## config.mk

```make
export PLATFORM = sky130hd
export DESIGN_NAME = lock_sequencer
export DESIGN_NICKNAME = d
export VERILOG_FILES = /design/src/rtl/lock_sequencer.sv
export SDC_FILE = /design/constraint.sdc
export NUM_CORES = 1
export LEC_CHECK = 0
export ABC_CLOCK_PERIOD_IN_PS = 3500
export CAP_MARGIN = 30
export CORE_ASPECT_RATIO = 0.5
export CORE_MARGIN = 5
export CORE_UTILIZATION = 40
export CTS_BUF_LIST = sky130_fd_sc_hd__clkbuf_4
export DETAILED_ROUTE_END_ITERATION = 16
export PLACE_DENSITY = 0.7
export RECOVER_POWER = 100
export SLEW_MARGIN = 20
export SYNTH_ARGS = -nofsm -noshare
export SYNTH_HDL_FRONTEND = slang
export SYNTH_SLANG_ARGS = --single-unit
```

## constraint.sdc

```tcl
create_clock -name hz100 -period 3.5 [get_ports hz100]
set_clock_uncertainty 0.2 [all_clocks]
set_input_delay 1.05 -clock hz100 [delete_from_list [all_inputs] [get_ports hz100]]
set_output_delay 1.05 -clock hz100 [all_outputs]
set_load 0.01 [all_outputs]
```

## src/rtl/lock_sequencer.sv

```systemverilog
// ---------------------------------------------------------------------------
// lock_sequencer
//
// Central controller for the digital combination lock. It takes debounced
// key events from the keypad scanner and drives the password datapath:
// the save shift register (holds the programmed password), the entry shift
// register (holds the attempt) and an external comparator that reports
// whether the two are equal. It also decides when the lock opens or raises
// the alarm, counts consecutive failed attempts, and times the open, fail
// and lockout intervals.
//
// Ports
//   hz100       in   1   system clock
//   reset       in   1   asynchronous, active-low reset
//   key_valid   in   1   one-cycle pulse per key event
//   keycode     in   5   0x00-0x0F digit, 0x10 Enter, 0x11 Backspace,
//                        0x12 Change, anything else ignored
//   match       in   1   comparator result (saved == entered)
//   save_en     out  1   shift the save register by keycode
//   save_clr    out  1   clear the save register
//   entry_en    out  1   shift the entry register by keycode
//   entry_clr   out  1   clear the entry register
//   state       out  3   0 SETPASS, 1 ENTRY, 2 VERIFY, 3 OPEN, 4 FAIL,
//                        5 LOCKOUT
//   digits      out  4   digit count of the active register (0..8)
//   open        out  1   lock open
//   alarm       out  1   FAIL or LOCKOUT
//   lockout     out  1   LOCKOUT
//   tries_left  out  4   MAX_TRIES minus the current failure count
//   timer       out  TW  remaining ticks in timed states, else 0
//
// State, digit count, failure count and timer are registered. The register
// strobes (save_en, save_clr, entry_en, entry_clr) are combinational from
// the registered state and the current key, so they line up with key_valid
// and the datapath shifts on the same edge the controller advances.
// ---------------------------------------------------------------------------
module lock_sequencer #(
  parameter int MIN_DIGITS = 4,     // digits needed before Enter is taken
  parameter int MAX_TRIES  = 3,     // consecutive failures before lockout
  parameter int OPEN_TICKS = 500,   // cycles the lock stays open
  parameter int FAIL_TICKS = 200,   // cycles of alarm after one failure
  parameter int LOCK_TICKS = 3000,  // cycles of lockout
  parameter int TW         = 12     // timer width, holds largest *_TICKS
) (
  input  logic          hz100,
  input  logic          reset,
  input  logic          key_valid,
  input  logic [4:0]    keycode,
  input  logic          match,
  output logic          save_en,
  output logic          save_clr,
  output logic          entry_en,
  output logic          entry_clr,
  output logic [2:0]    state,
  output logic [3:0]    digits,
  output logic          open,
  output logic          alarm,
  output logic          lockout,
  output logic [3:0]    tries_left,
  output logic [TW-1:0] timer
);

  // -------------------------------------------------------------------------
  // State encoding (the encoding is visible on the state output)
  // -------------------------------------------------------------------------
  localparam logic [2:0] S_SETPASS = 3'd0;
  localparam logic [2:0] S_ENTRY   = 3'd1;
  localparam logic [2:0] S_VERIFY  = 3'd2;
  localparam logic [2:0] S_OPEN    = 3'd3;
  localparam logic [2:0] S_FAIL    = 3'd4;
  localparam logic [2:0] S_LOCKOUT = 3'd5;

  // Key codes for the command keys
  localparam logic [4:0] KEY_ENTER  = 5'h10;
  localparam logic [4:0] KEY_BACK   = 5'h11;
  localparam logic [4:0] KEY_CHANGE = 5'h12;

  // Sized copies of the integer parameters
  localparam logic [3:0]    MIN_D     = 4'(MIN_DIGITS);
  localparam logic [3:0]    MAX_T     = 4'(MAX_TRIES);
  localparam logic [3:0]    DIG_MAX   = 4'd8;
  // Timers are loaded with TICKS-1 and the state is left in the cycle the
  // timer reads 0, so each timed state lasts exactly TICKS cycles.
  localparam logic [TW-1:0] OPEN_LOAD = TW'(OPEN_TICKS - 1);
  localparam logic [TW-1:0] FAIL_LOAD = TW'(FAIL_TICKS - 1);
  localparam logic [TW-1:0] LOCK_LOAD = TW'(LOCK_TICKS - 1);

  // -------------------------------------------------------------------------
  // Registers
  // -------------------------------------------------------------------------
  logic [2:0]    state_reg,    state_next;
  logic [3:0]    digits_reg,   digits_next;
  logic [3:0]    failures_reg, failures_next;
  logic [TW-1:0] timer_reg,    timer_next;

  // -------------------------------------------------------------------------
  // Key decode. Only qualified by key_valid; unknown codes decode to nothing.
  // -------------------------------------------------------------------------
  logic is_digit;
  logic is_enter;
  logic is_back;
  logic is_change;

  assign is_digit  = key_valid && !keycode[4];
  assign is_enter  = key_valid && (keycode == KEY_ENTER);
  assign is_back   = key_valid && (keycode == KEY_BACK);
  assign is_change = key_valid && (keycode == KEY_CHANGE);

  // Shared qualifiers for the two entry-style states
  logic can_add;
  logic can_del;
  logic timer_done;

  assign can_add    = (digits_reg < DIG_MAX);
  assign can_del    = (digits_reg != 4'd0);
  assign timer_done = (timer_reg == '0);

  // Failure count after one more failed attempt, held at MAX_TRIES
  logic [3:0] failures_inc;
  assign failures_inc = (failures_reg >= MAX_T) ? MAX_T : failures_reg + 4'd1;

  // -------------------------------------------------------------------------
  // Next-state and strobe logic
  // -------------------------------------------------------------------------
  always_comb begin
    state_next    = state_reg;
    digits_next   = digits_reg;
    failures_next = failures_reg;
    timer_next    = timer_reg;
    save_en       = 1'b0;
    save_clr      = 1'b0;
    entry_en      = 1'b0;
    entry_clr     = 1'b0;

    case (state_reg)
      // Programming a new password into the save register.
      S_SETPASS: begin
        timer_next = '0;
        if (is_digit && can_add) begin
          save_en     = 1'b1;
          digits_next = digits_reg + 4'd1;
        end else if (is_back && can_del) begin
          save_en     = 1'b1;
          digits_next = digits_reg - 4'd1;
        end else if (is_enter && (digits_reg >= MIN_D)) begin
          // Password accepted; start the first attempt from a clean entry
          entry_clr   = 1'b1;
          digits_next = 4'd0;
          state_next  = S_ENTRY;
        end
      end

      // Typing an attempt into the entry register.
      S_ENTRY: begin
        timer_next = '0;
        if (is_digit && can_add) begin
          entry_en    = 1'b1;
          digits_next = digits_reg + 4'd1;
        end else if (is_back && can_del) begin
          entry_en    = 1'b1;
          digits_next = digits_reg - 4'd1;
        end else if (is_enter && can_del) begin
          // digits is left as-is; it is cleared when ENTRY is re-entered
          state_next = S_VERIFY;
        end
      end

      // One cycle for the comparator to settle on the finished entry.
      S_VERIFY: begin
        if (match) begin
          failures_next = 4'd0;
          timer_next    = OPEN_LOAD;
          state_next    = S_OPEN;
        end else if ((failures_reg + 4'd1) == MAX_T) begin
          // Keep the count at its ceiling so tries_left reads 0 meanwhile
          failures_next = failures_inc;
          timer_next    = LOCK_LOAD;
          state_next    = S_LOCKOUT;
        end else begin
          failures_next = failures_inc;
          timer_next    = FAIL_LOAD;
          state_next    = S_FAIL;
        end
      end

      // Unlocked. Change goes back to programming and takes precedence
      // over the auto-relock in the final cycle.
      S_OPEN: begin
        if (is_change) begin
          save_clr    = 1'b1;
          entry_clr   = 1'b1;
          digits_next = 4'd0;
          timer_next  = '0;
          state_next  = S_SETPASS;
        end else if (timer_done) begin
          entry_clr   = 1'b1;
          digits_next = 4'd0;
          state_next  = S_ENTRY;
        end else begin
          timer_next = timer_reg - TW'(1);
        end
      end

      // Alarm after a single failure; keys are ignored.
      S_FAIL: begin
        if (timer_done) begin
          entry_clr   = 1'b1;
          digits_next = 4'd0;
          state_next  = S_ENTRY;
        end else begin
          timer_next = timer_reg - TW'(1);
        end
      end

      // Lockout after MAX_TRIES failures; keys are ignored. The failure
      // count starts over once the lockout has been served.
      S_LOCKOUT: begin
        if (timer_done) begin
          failures_next = 4'd0;
          entry_clr     = 1'b1;
          digits_next   = 4'd0;
          state_next    = S_ENTRY;
        end else begin
          timer_next = timer_reg - TW'(1);
        end
      end

      // Encodings 6 and 7 are unreachable; recover to programming.
      default: begin
        digits_next = 4'd0;
        timer_next  = '0;
        state_next  = S_SETPASS;
      end
    endcase
  end

  // -------------------------------------------------------------------------
  // State registers
  // -------------------------------------------------------------------------
  always_ff @(posedge hz100 or negedge reset) begin
    if (!reset) begin
      state_reg    <= S_SETPASS;
      digits_reg   <= 4'd0;
      failures_reg <= 4'd0;
      timer_reg    <= '0;
    end else begin
      state_reg    <= state_next;
      digits_reg   <= digits_next;
      failures_reg <= failures_next;
      timer_reg    <= timer_next;
    end
  end

  // -------------------------------------------------------------------------
  // Status outputs, all decoded from registered state
  // -------------------------------------------------------------------------
  assign state      = state_reg;
  assign digits     = digits_reg;
  assign timer      = timer_reg;
  assign tries_left = MAX_T - failures_reg;
  assign open       = (state_reg == S_OPEN);
  assign lockout    = (state_reg == S_LOCKOUT);
  assign alarm      = (state_reg == S_FAIL) || (state_reg == S_LOCKOUT);

endmodule

```

; ---- Word level (Yosys, flattened, before mapping)
; Cells that the tools add are included.
[word_totals]
in_bits = 9
ff_bits = 23
[op_classes]
bitwise_logic = 1
mux = 40
eq_ne = 18
reduce_logical = 18
addsub = 5
order_cmp = 3
[ops]
columns = cell, count
row1 = 12-bit 2-to-1 mux, 4
row2 = 4-bit 2-to-1 mux, 10
row3 = 12-bit case mux with 3 select lines, 1
row4 = 3-bit 2-to-1 mux, 9
row5 = 4-bit case mux with 5 select lines, 1
row6 = 5-bit == test (second input constant), 3
row7 = 3-bit case mux with 5 select lines, 1
row8 = 12-bit zero test, 1
row9 = 1-bit 2-to-1 mux, 12
row10 = 2-bit inequality test (second input constant), 6
row11 = 12-bit by 1-bit subtractor with 12-bit output (second input constant), 1
row12 = 4-bit by 1-bit adder with 4-bit output (second input constant), 2
row13 = 1-bit logical AND, 8
row14 = 4-bit case mux with 2 select lines, 1
row15 = 3-bit by 2-bit == test with 1-bit output (second input constant), 2
row16 = 3-bit == test (second input constant), 2
row17 = 6-bit AND reduction, 1
row18 = 4-bit by 2-bit == test with 1-bit output (second input constant), 1
row19 = 4-bit by 2-bit greater-or-equal comparator with 1-bit output (second input constant), 1
row20 = 4-bit by 3-bit greater-or-equal comparator with 1-bit output (second input constant), 1
row21 = 4-bit less-than comparator (second input constant), 1
row22 = 4-bit inequality test (second input constant), 1
row23 = 4-bit nonzero test, 1
row24 = 2-bit by 4-bit subtractor with 4-bit output (first input constant), 1
row25 = other kinds (13), 13

; ---- Logic depth before layout (Yosys ltp)
; Gate-level depths: netlist (run 1).
[depth]
ltp_word = 7
ltp_mapped = 8
depth_no_buf = 7

; ---- Worst setup path after synthesis (run 1)
; OpenSTA, ideal clock, no wires.
[synth_timing]
path_kind = input port to output port
from = input port keycode[2]
to = output port entry_en
path_stages = 4
required_ns = 2.250
path_slack_ns = 0.171
t_arrival_ns = 2.079
path_cell_list = nand4bb_1 o41a_1 nand2b_1 nor2_1
[synth_via]
elab_chain_len = 6
[synth_rtl]
columns = element, line
row1 = start: declaration, 48  ; input logic [4:0] keycode,
row2 = 5-bit == test, 106  ; assign is_back = key_valid && (keycode == KEY_BACK);
row3 = 1-bit logical AND, 106
row4 = 1-bit logical AND, 159  ; end else if (is_back && can_del) begin
row5 = 1-bit 2-to-1 mux, 159
row6 = 1-bit 2-to-1 mux, n/a
row7 = 1-bit 2-to-1 mux, 135  ; case (state_reg)
row8 = end: declaration, 52  ; output logic entry_en,
; Every way passes these cells.

; ---- Final worst setup path (run 1)
[layout_timing]
from = input port keycode[2]
to = output port entry_clr
[layout_via]
elab_chain_len = 7
[layout_rtl]
columns = element, line
row1 = 5-bit == test, 105  ; assign is_enter = key_valid && (keycode == KEY_ENTER);
row2 = 1-bit logical AND, 105
row3 = 1-bit logical AND, 145  ; end else if (is_enter && (digits_reg >= MIN_D)) begin
row4 = 1-bit 2-to-1 mux, 145
row5 = 1-bit 2-to-1 mux, 142  ; end else if (is_back && can_del) begin
row6 = 1-bit 2-to-1 mux, 139  ; if (is_digit && can_add) begin
row7 = 1-bit case mux with 3 select lines (*), 135
row8 = end: declaration, 53  ; output logic entry_clr,
; Mark *: on every way between the ends. The rest lies on a longest branch, timed or not.

==> results.cfg, run 1 <==
[route]
route.final.wire_length_um = 4330
first_iter_violations = 87
viasPerCell = 5.47
drtPass1Iterations = 4
wire_per_inst_um = 14.5
vias = 1636
postRouteAntennaNets = 0
drc = 0

[worst_setup_path]
crit_type = in -> out
cp_max_fo = 3
startpoint_type = input port
slowest_delay_ns = 0.32
crit_path_cell_trace = buf_2 -> and4bb_2 -> nand2_1 -> nor4_1 -> o31a_1 -> clkbuf_1
critPathCaptureType = output pin
cp_slowest_cell = and4bb_2
required_ns = 2.25
critical_path_arrival_ns = 2.17

[synthesis]
synthFlopType = dfrtp_1
ys_seq_area_share_pct = 33.2
synthArstFlopShare_pct = 100
synth.avg_cell_area_um2 = 9.03
synth-edff-count = 0
synth.distinct_cells = 58
yosys_register_bits = 23
synth.top_cell.area_share_pct = 33.2
syn-cell-area_um2 = 1730
mappedNetlistNets = 208
synth_area_leader_cell = dfrtp_1
synth.area.top_cells = dfrtp_1, ha_1, a21oi_1, xor2_1, o21ai_0
yosys_warnings = 0
synthCells = 192

[global_route]
track_usage_pct = 15.8
grt_max_degree = 24
grt_overflow = 0
antenna_found_initial = 0
grt_pass1_wl_um = 7420
grt_pass1_vias = 1546

[place]
placed_area_um2 = 2270
globalplace.congestion = 0.837
portBuffers = 38
placedCellCount = 294
hpwl_um = 3350

[layout]
final_common_cell = dlygate4sd3_1
largest_reg_flops = 12
fin_nets = 262
n_antenna_cell = 0
design_area_um2 = 2240
final_cell_mix = dlygate4sd3_1, dfrtp_1, nor2_1, o21ai_0
drive_gt1_share_pct = 17.6
layout.cells.non_filler = 299
fillers = 384
area.growth.synth_to_final_pct = 29.3

[timing]
drv_slew = 0
rsz0062_at_grt = false
setup_viol = 0
tightest_slew_ns = 1.34
finalCriticalPeriod_ns = 3.42
max_freq_mhz = 292
slew_headroom_pct = 10.8
fin_crit_sh_pct = 97.7
finalHoldViolCount = 0

[floorplanning]
start_util_pct = 42.9
io_pins = 39
die_area_um2 = 5830
chipHeight_um = 56.5
row_count = 16
dieWidth_um = 103
core_area_um2 = 4040

[power]
peakVddDrop_mv = 0.119
powerDensity_nw_per_um2 = 300
power_leakage_nw = 0.886

[hold_path]
hp-class = reg -> reg

[clocking]
htree_levels = 1
clk_pin_slew_ns = 0.14
cts_tree = built
clock_latency_ns = 0.32
cts_sinks = 23
cts_root_buf = clkbuf_4
cts_buffers = 3
cts_buffer_depth = 2

[job]
cap_violations = 0

[outcome]
status = finished clean
per-stage QoR:
| step | total power [mW] | worst slack [ns] | util [%] | TNS, ns | hold WS (ns) |
|---|---|---|---|---|---|
| after global routing | 0.716 | 0.0101 | 55.4 | 0 | 0.418 |
| final | 0.673 | 0.0808 | 55.4 | 0 | 0.386 |
| after global placement | 0.572 | -0.640 | 56.1 | -2.39 | 0.364 |
| after floorplan | 0.459 | 0.171 | - | 0 | 0.344 |
| after CTS | 0.701 | 0.0131 | 56.6 | 0 | 0.395 |
| after detailed placement | 0.575 | -0.675 | 56.1 | -2.48 | 0.374 |
path summary, 6_finish.rpt:
path                                              from                           to  slack, ns  depth (start not counted)
setup / recovery                            keycode[2]                    entry_clr       0.08                          6
hold / removal             failures_reg[2]$_DFFE_PN0P_  failures_reg[2]$_DFFE_PN0P_       0.39                          2
setup reg to reg                    timer[0]$_DFF_PN0_        digits[1]$_DFFE_PN0P_       1.37                          7
hold reg to reg            failures_reg[2]$_DFFE_PN0P_  failures_reg[2]$_DFFE_PN0P_       0.39                          2
max in group asynchronous                        reset           timer[0]$_DFF_PN0_       0.98                          2
min in group asynchronous                        reset  failures_reg[1]$_DFFE_PN0P_       1.34                          2
kinds of logic after synthesis:
family,after synthesis,synth area share [%]
muxes,1,0.650
AOI/OAI and AO/OA,61,25.1
DFF,23,33.2
buffers and inverters,18,4.48
adders and majority gates,7,5.05
xor gates and xnor gates,11,5.56
and+or+nand+nor,71,25.9
cells in the mapped netlist (3+ instances only):
master      n
dfrtp_1    23
o22ai_1     3
ha_1        7
xor2_1      7
a21oi_1    13
nor3_2      3
nand3_1     8
nor2b_1     4
nor3_1      3
nand2_1    12
nor2_1     16
inv_1      12
o21ai_0    12
a21o_1      3
o21ai_1     5
xnor2_1     4
o2bb2ai_1   3
where the power goes:
group / switching [mW] / internal [mW]
registers: 0.0719 / 0.300
logic: 0.0749 / 0.0987
clock network: 0.0843 / 0.0428
total: 0.231 / 0.442
layout make-up:
type	instances	area (µm²)	area share, %
timing repair buffer	55	448	20.0
tap	54	67.6	3.02
sequential	23	576	25.7
inverter	12	45.0	2.01
clock buffer	3	22.5	1.01
multi-input combinational	151	1080	48.1
clock inverter	1	5.00	0.223
critical path, delay by kind of cell:
family                 cells  cell delay, ns
and+or+nand+nor            3            0.67
buffers and inverters      2            0.27
AOI/OAI and AO/OA          1            0.17
repair_timing:
| action | in CTS | in global routing |
|---|---|---|
| buffers inserted | 1 | 0 |
| setup endpoints to repair | 4 | 4 |
| resized for setup | 29 | 3 |
| pin swaps | 6 | 2 |
| hold buffers | 0 | 0 |
routing by layer:
layer	GRT usage [%]	share of wire, %	up-vias	wire (µm)
li1	-	-	820	-
met4	2.95	0.32	0	14
met1	22.4	51	774	2220
met3	2.72	3.7	2	162
met2	25.2	45	40	1940
met5	0	0	-	0
Power figures use the tool's default switching activity.
==> inputs of run 2 (changes only) <==
- SETUP_SLACK_MARGIN: default -> 0.3
==> run 2 against run 1 <==
Utilization rose by 1.5 points. Register-to-register slack got worse by 0.02 ns. Sequential power barely moved. Worst setup slack improved by 0.015 ns. Combinational power rose by 3%. Critical path type unchanged. Largest cell class unchanged. Largest power group unchanged. Highest routed layer unchanged.
==> results.cfg, run 2 (synthesis gave the netlist of run 1 again) <==
[place]
globalplace.congestion = 0.880
portBuffers = 38
placed_area_um2 = 2310
preCtsSetupSlack_ns = -0.726
hpwl_um = 3610

[clocking]
clk_pin_slew_ns = 0.14
cts_tree = built
cts_root_buf = clkbuf_4
cts_sinks = 23
clock_latency_ns = 0.31
postCtsHoldBufs = 0
cts_buffer_depth = 2
cts_buffers = 3
htree_levels = 1

[layout]
fillers = 391
final_common_cell = dlygate4sd3_1
largest_reg_flops = 12
n_antenna_cell = 0
area.growth.synth_to_final_pct = 32.9
drive_gt1_share_pct = 19.5
fin_nets = 263
final_cell_mix = dlygate4sd3_1, dfrtp_1, o21ai_0, nor2_1, a21oi_1
design_area_um2 = 2300
final_util_pct = 57.0

[worst_setup_path]
crit_path_cell_trace = buf_6 -> nand4bb_4 -> o41a_1 -> nand2b_4 -> nor2_4 -> buf_6
cp_top_family = simple AND/OR/NAND/NOR gates
cp_max_fo = 3
rr_worst_depth = 8
rrSetupSlack_ns = 1.35
slowest_delay_ns = 0.42
startpoint_type = input port
critical_path_arrival_ns = 2.15
crit_buf_inv = 2
crit_type = in -> out
cp_slowest_cell = o41a_1
required_ns = 2.25
path_depth = 6
crit_top_cell = buf_6
critPathCaptureType = output pin

[global_route]
grt_pass1_wl_um = 7890
grt_max_degree = 24
antenna_found_initial = 0
grt_pass1_vias = 1593
grt_overflow = 0
track_usage_pct = 16.8

[hold_path]
hp-class = reg -> reg
hold_depth = 2

[power]
powerDensity_nw_per_um2 = 296
combinationalPowerShare_pct = 26.3
intPower_mw = 0.444
switching_share_pct = 35.0
power_leakage_nw = 0.907
p_switching_mw = 0.239
peakVddDrop_mv = 0.131
sequentialPowerShare_pct = 54.8
p_clk_share_pct = 18.8

[timing]
rsz0062_at_grt = true
max_freq_mhz = 294
tightest_slew_ns = 1.32
finalCriticalPeriod_ns = 3.40
worst_hold_slack_ns = 0.388
fin_crit_sh_pct = 97.3
slew_headroom_pct = 12.1
setup_viol = 0
fin_setup_tns_ns = 0
finalHoldViolCount = 0
worst_slack_ns = 0.0958
drv_slew = 0

[route]
route.final.wire_length_um = 4630
first_iter_violations = 87
drtPass1Iterations = 5
wire_per_inst_um = 15.4
viasPerCell = 5.56
vias = 1667
drc = 0
postRouteAntennaNets = 0

[floorplanning]
start_util_pct = 42.9
core_area_um2 = 4040
io_pins = 39
dieWidth_um = 103
row_count = 16
die_area_um2 = 5830
chipHeight_um = 56.5

[job]
cap_violations = 0

[outcome]
status = finished clean
-- run 2: cell count changes in the layout (fill, tap and decap cells not counted), sizes merged --
cell	before	now
buf	12	19
clkbuf	16	10
clkdlybuf4s15	0	1
clkdlybuf4s50	2	4
clkinv	1	2
dlygate4sd2	2	1
dlygate4sd3	26	24
inv	12	11
-- run 2: tightest hold or removal path, delay by kind of cell, from the launching register on --
kind,cells,cell delay [ns]
buffers and inverters,1,0.09
DFF,1,0.44
and+or+nand+nor,1,0.04
-- run 2: worst paths after layout --
path | start | to
worst max-delay path | keycode[3] | entry_en
worst min-delay path | failures_reg[2]$_DFFE_PN0P_ | failures_reg[2]$_DFFE_PN0P_
worst max register to register | digits[1]$_DFFE_PN0P_ | digits[1]$_DFFE_PN0P_
worst min register to register | failures_reg[2]$_DFFE_PN0P_ | failures_reg[2]$_DFFE_PN0P_
max in group asynchronous | reset | timer[0]$_DFF_PN0_
min in group asynchronous | reset | failures_reg[0]$_DFFE_PN0P_
-- run 2: final cells by class --
cell class / instances / area [µm²] / area share, %
inverter: 12 / 45.0 / 1.96
timing repair buffer: 56 / 480 / 20.9
clock buffer: 3 / 22.5 / 0.978
clock inverter: 1 / 5.00 / 0.217
multi-input combinational: 151 / 1110 / 48.1
tap: 54 / 67.6 / 2.93
sequential: 23 / 576 / 25.0
-- run 2: stage by stage --
step	instances	total power, mW
6_report	300	0.682
2_1_floorplan	192	0.460
4_1_cts	300	0.705
3_3_place_gp	295	0.574
5_1_grt	300	0.725
3_5_place_dp	295	0.582
-- run 2: layer usage --
layer  vias to the layer above  share of wire, %  GRT usage [%]
met4                         0               1.1           2.21
met5                         -                 0              0
met3                         4               4.1           3.46
met2                        42                47           27.3
met1                       803                47           23.5
li1                        818                 -              -
-- run 2: timing repair --
| item | 4_1_cts | 5_1_grt |
|---|---|---|
| gates resized for setup | 41 | 4 |
| endpoints found under the setup margin | 5 | 5 |
| setup buffers | 1 | 0 |
| pin swaps | 6 | 3 |
-- run 2: power by group through the flow --
stage,Combinational [mW],Clock [mW],Sequential [mW]
after floorplan,0.0740,0,0.386
after global placement,0.196,0,0.379
after detailed placement,0.200,0,0.382
after CTS,0.199,0.130,0.376
after global routing,0.193,0.146,0.386
final,0.180,0.128,0.374
==> inputs of run 3 (changes only) <==
- CORE_MARGIN: 5 -> 3
- TNS_END_PERCENT: default -> 30
==> run 3 against run 2 <==
Clock power about the same. Maximum frequency fell by 0.32%. Non-clock buffer count increased by 2. Register-to-register slack worse by 0.02 ns. Die area is 11% lower.
==> results.cfg, run 3 (synthesis gave the netlist of run 1 again) <==
[timing]
drv_slew = 0
fin_setup_tns_ns = 0
finalCriticalPeriod_ns = 3.42
slew_headroom_pct = 16.9
setup_viol = 0
rsz0062_at_grt = true
fin_crit_sh_pct = 97.6
max_freq_mhz = 293
finalHoldViolCount = 0
worst_hold_slack_ns = 0.400
tightest_slew_ns = 1.25

[floorplanning]
chipHeight_um = 52.5
start_util_pct = 43.1
core_area_um2 = 4020
io_pins = 39
die_area_um2 = 5210
dieWidth_um = 99.1
row_count = 16

[place]
globalplace.congestion = 0.873
placedCellCount = 296
portBuffers = 38
hpwl_um = 3360

[clocking]
cts_buffers = 3
cts_sinks = 23
cts_tree = built
cts_buffer_depth = 2
htree_levels = 1
cts_root_buf = clkbuf_4
postCtsHoldBufs = 0
clk_pin_slew_ns = 0.13
clock_latency_ns = 0.32

[worst_setup_path]
critical_path_arrival_ns = 2.17
critPathCaptureType = output pin
required_ns = 2.25
crit_path_start = keycode[3]
cp_max_fo = 3
startpoint_type = input port
crit_type = in -> out
r2r-start = timer[0]$_DFF_PN0_

[power]
powerDensity_nw_per_um2 = 295
peakVddDrop_mv = 0.127
power_leakage_nw = 0.911

[global_route]
grt_max_degree = 24
grt_pass1_vias = 1547
grt_overflow = 0
antenna_found_initial = 0
track_usage_pct = 17.6
grt_pass1_wl_um = 7400

[layout]
area.growth.synth_to_final_pct = 32.5
seq_area_um2 = 576
fillers = 360
final_cell_mix = dlygate4sd3_1, dfrtp_1, o21ai_0, nor2_1
layout.cells.non_filler = 302
final_common_cell = dlygate4sd3_1
fin_nets = 265
drive_gt1_share_pct = 19.4
n_antenna_cell = 0
largest_reg_flops = 12
multi_input_comb_area_um2 = 1090

[hold_path]
min_from = digits[1]$_DFFE_PN0P_
hp-class = reg -> reg

[route]
drc = 0
first_iter_violations = 56
viasPerCell = 5.43
postRouteAntennaNets = 0
route.final.wire_length_um = 4350
wire_per_inst_um = 14.4
drtPass1Iterations = 4
vias = 1640

[outcome]
status = finished clean

[job]
cap_violations = 0
==> run 3: path summary, 6_finish.rpt <==
kind                                    endpoint  slack [ns]  cells after the start
max in group asynchronous     timer[1]$_DFF_PN0_        1.07                      2
min reg2reg                digits[1]$_DFFE_PN0P_        0.40                      1
min in group asynchronous     timer[8]$_DFF_PN0_        1.29                      2
max                                     save_clr        0.08                      6
min                        digits[1]$_DFFE_PN0P_        0.40                      1
max reg2reg                digits[1]$_DFFE_PN0P_        1.33                      7
==> run 3: where the power goes <==
part           leakage, nW  internal (mW)  switching (mW)  total (mW)
combinational        0.625          0.100          0.0762       0.176
clock               0.0177         0.0428          0.0862       0.129
sequential           0.268          0.300          0.0718       0.372
total                0.911          0.443           0.234       0.677
==> run 3: layout make-up <==
type | count | share of cell area, %
inverters | 12 | 1.96
well taps | 54 | 2.94
flip-flops and latches | 23 | 25.1
multi-input cells | 151 | 47.4
clock inverters | 1 | 0.218
repair buffers | 58 | 21.4
clock buffers | 3 | 0.981
==> run 3: through the flow <==
stage | instance area (µm²) | util, % | total power [mW] | worst slack [ns]
after global placement | 2310 | 57.3 | 0.572 | -0.651
after floorplan | 1760 | - | 0.459 | 0.268
after detailed placement | 2310 | 57.3 | 0.576 | -0.691
after global routing | 2300 | 57.1 | 0.719 | 0.0369
final | 2300 | 57.1 | 0.677 | 0.0848
after CTS | 2340 | 58.1 | 0.702 | 0.0445
==> run 3: critical path, stage by stage <==
cell and delay (ns):
clkbuf_1 0.08, and4bb_2 0.33, nand3_1 0.14, clkbuf_4 0.17, nor3_1 0.11, dlygate4sd2_1 0.29
==> run 3: timing repair <==
| action | CTS | global route |
|---|---|---|
| pin swaps | 6 | 2 |
| gates resized for setup | 36 | 4 |
| endpoints found under the setup margin | 5 | 5 |
| hold endpoints to repair | 0 | 0 |
| setup buffers | 2 | 0 |
| gates cloned | 0 | 0 |
==> run 3: metal layers <==
layer  GRT usage (%)  vias up  part of all wire, %
met1            25.3      775                   51
met2            28.0       40                   45
met4            4.08        0                 0.78
li1                -      821                    -
met5               0        -                    0
met3            2.79        4                  3.5
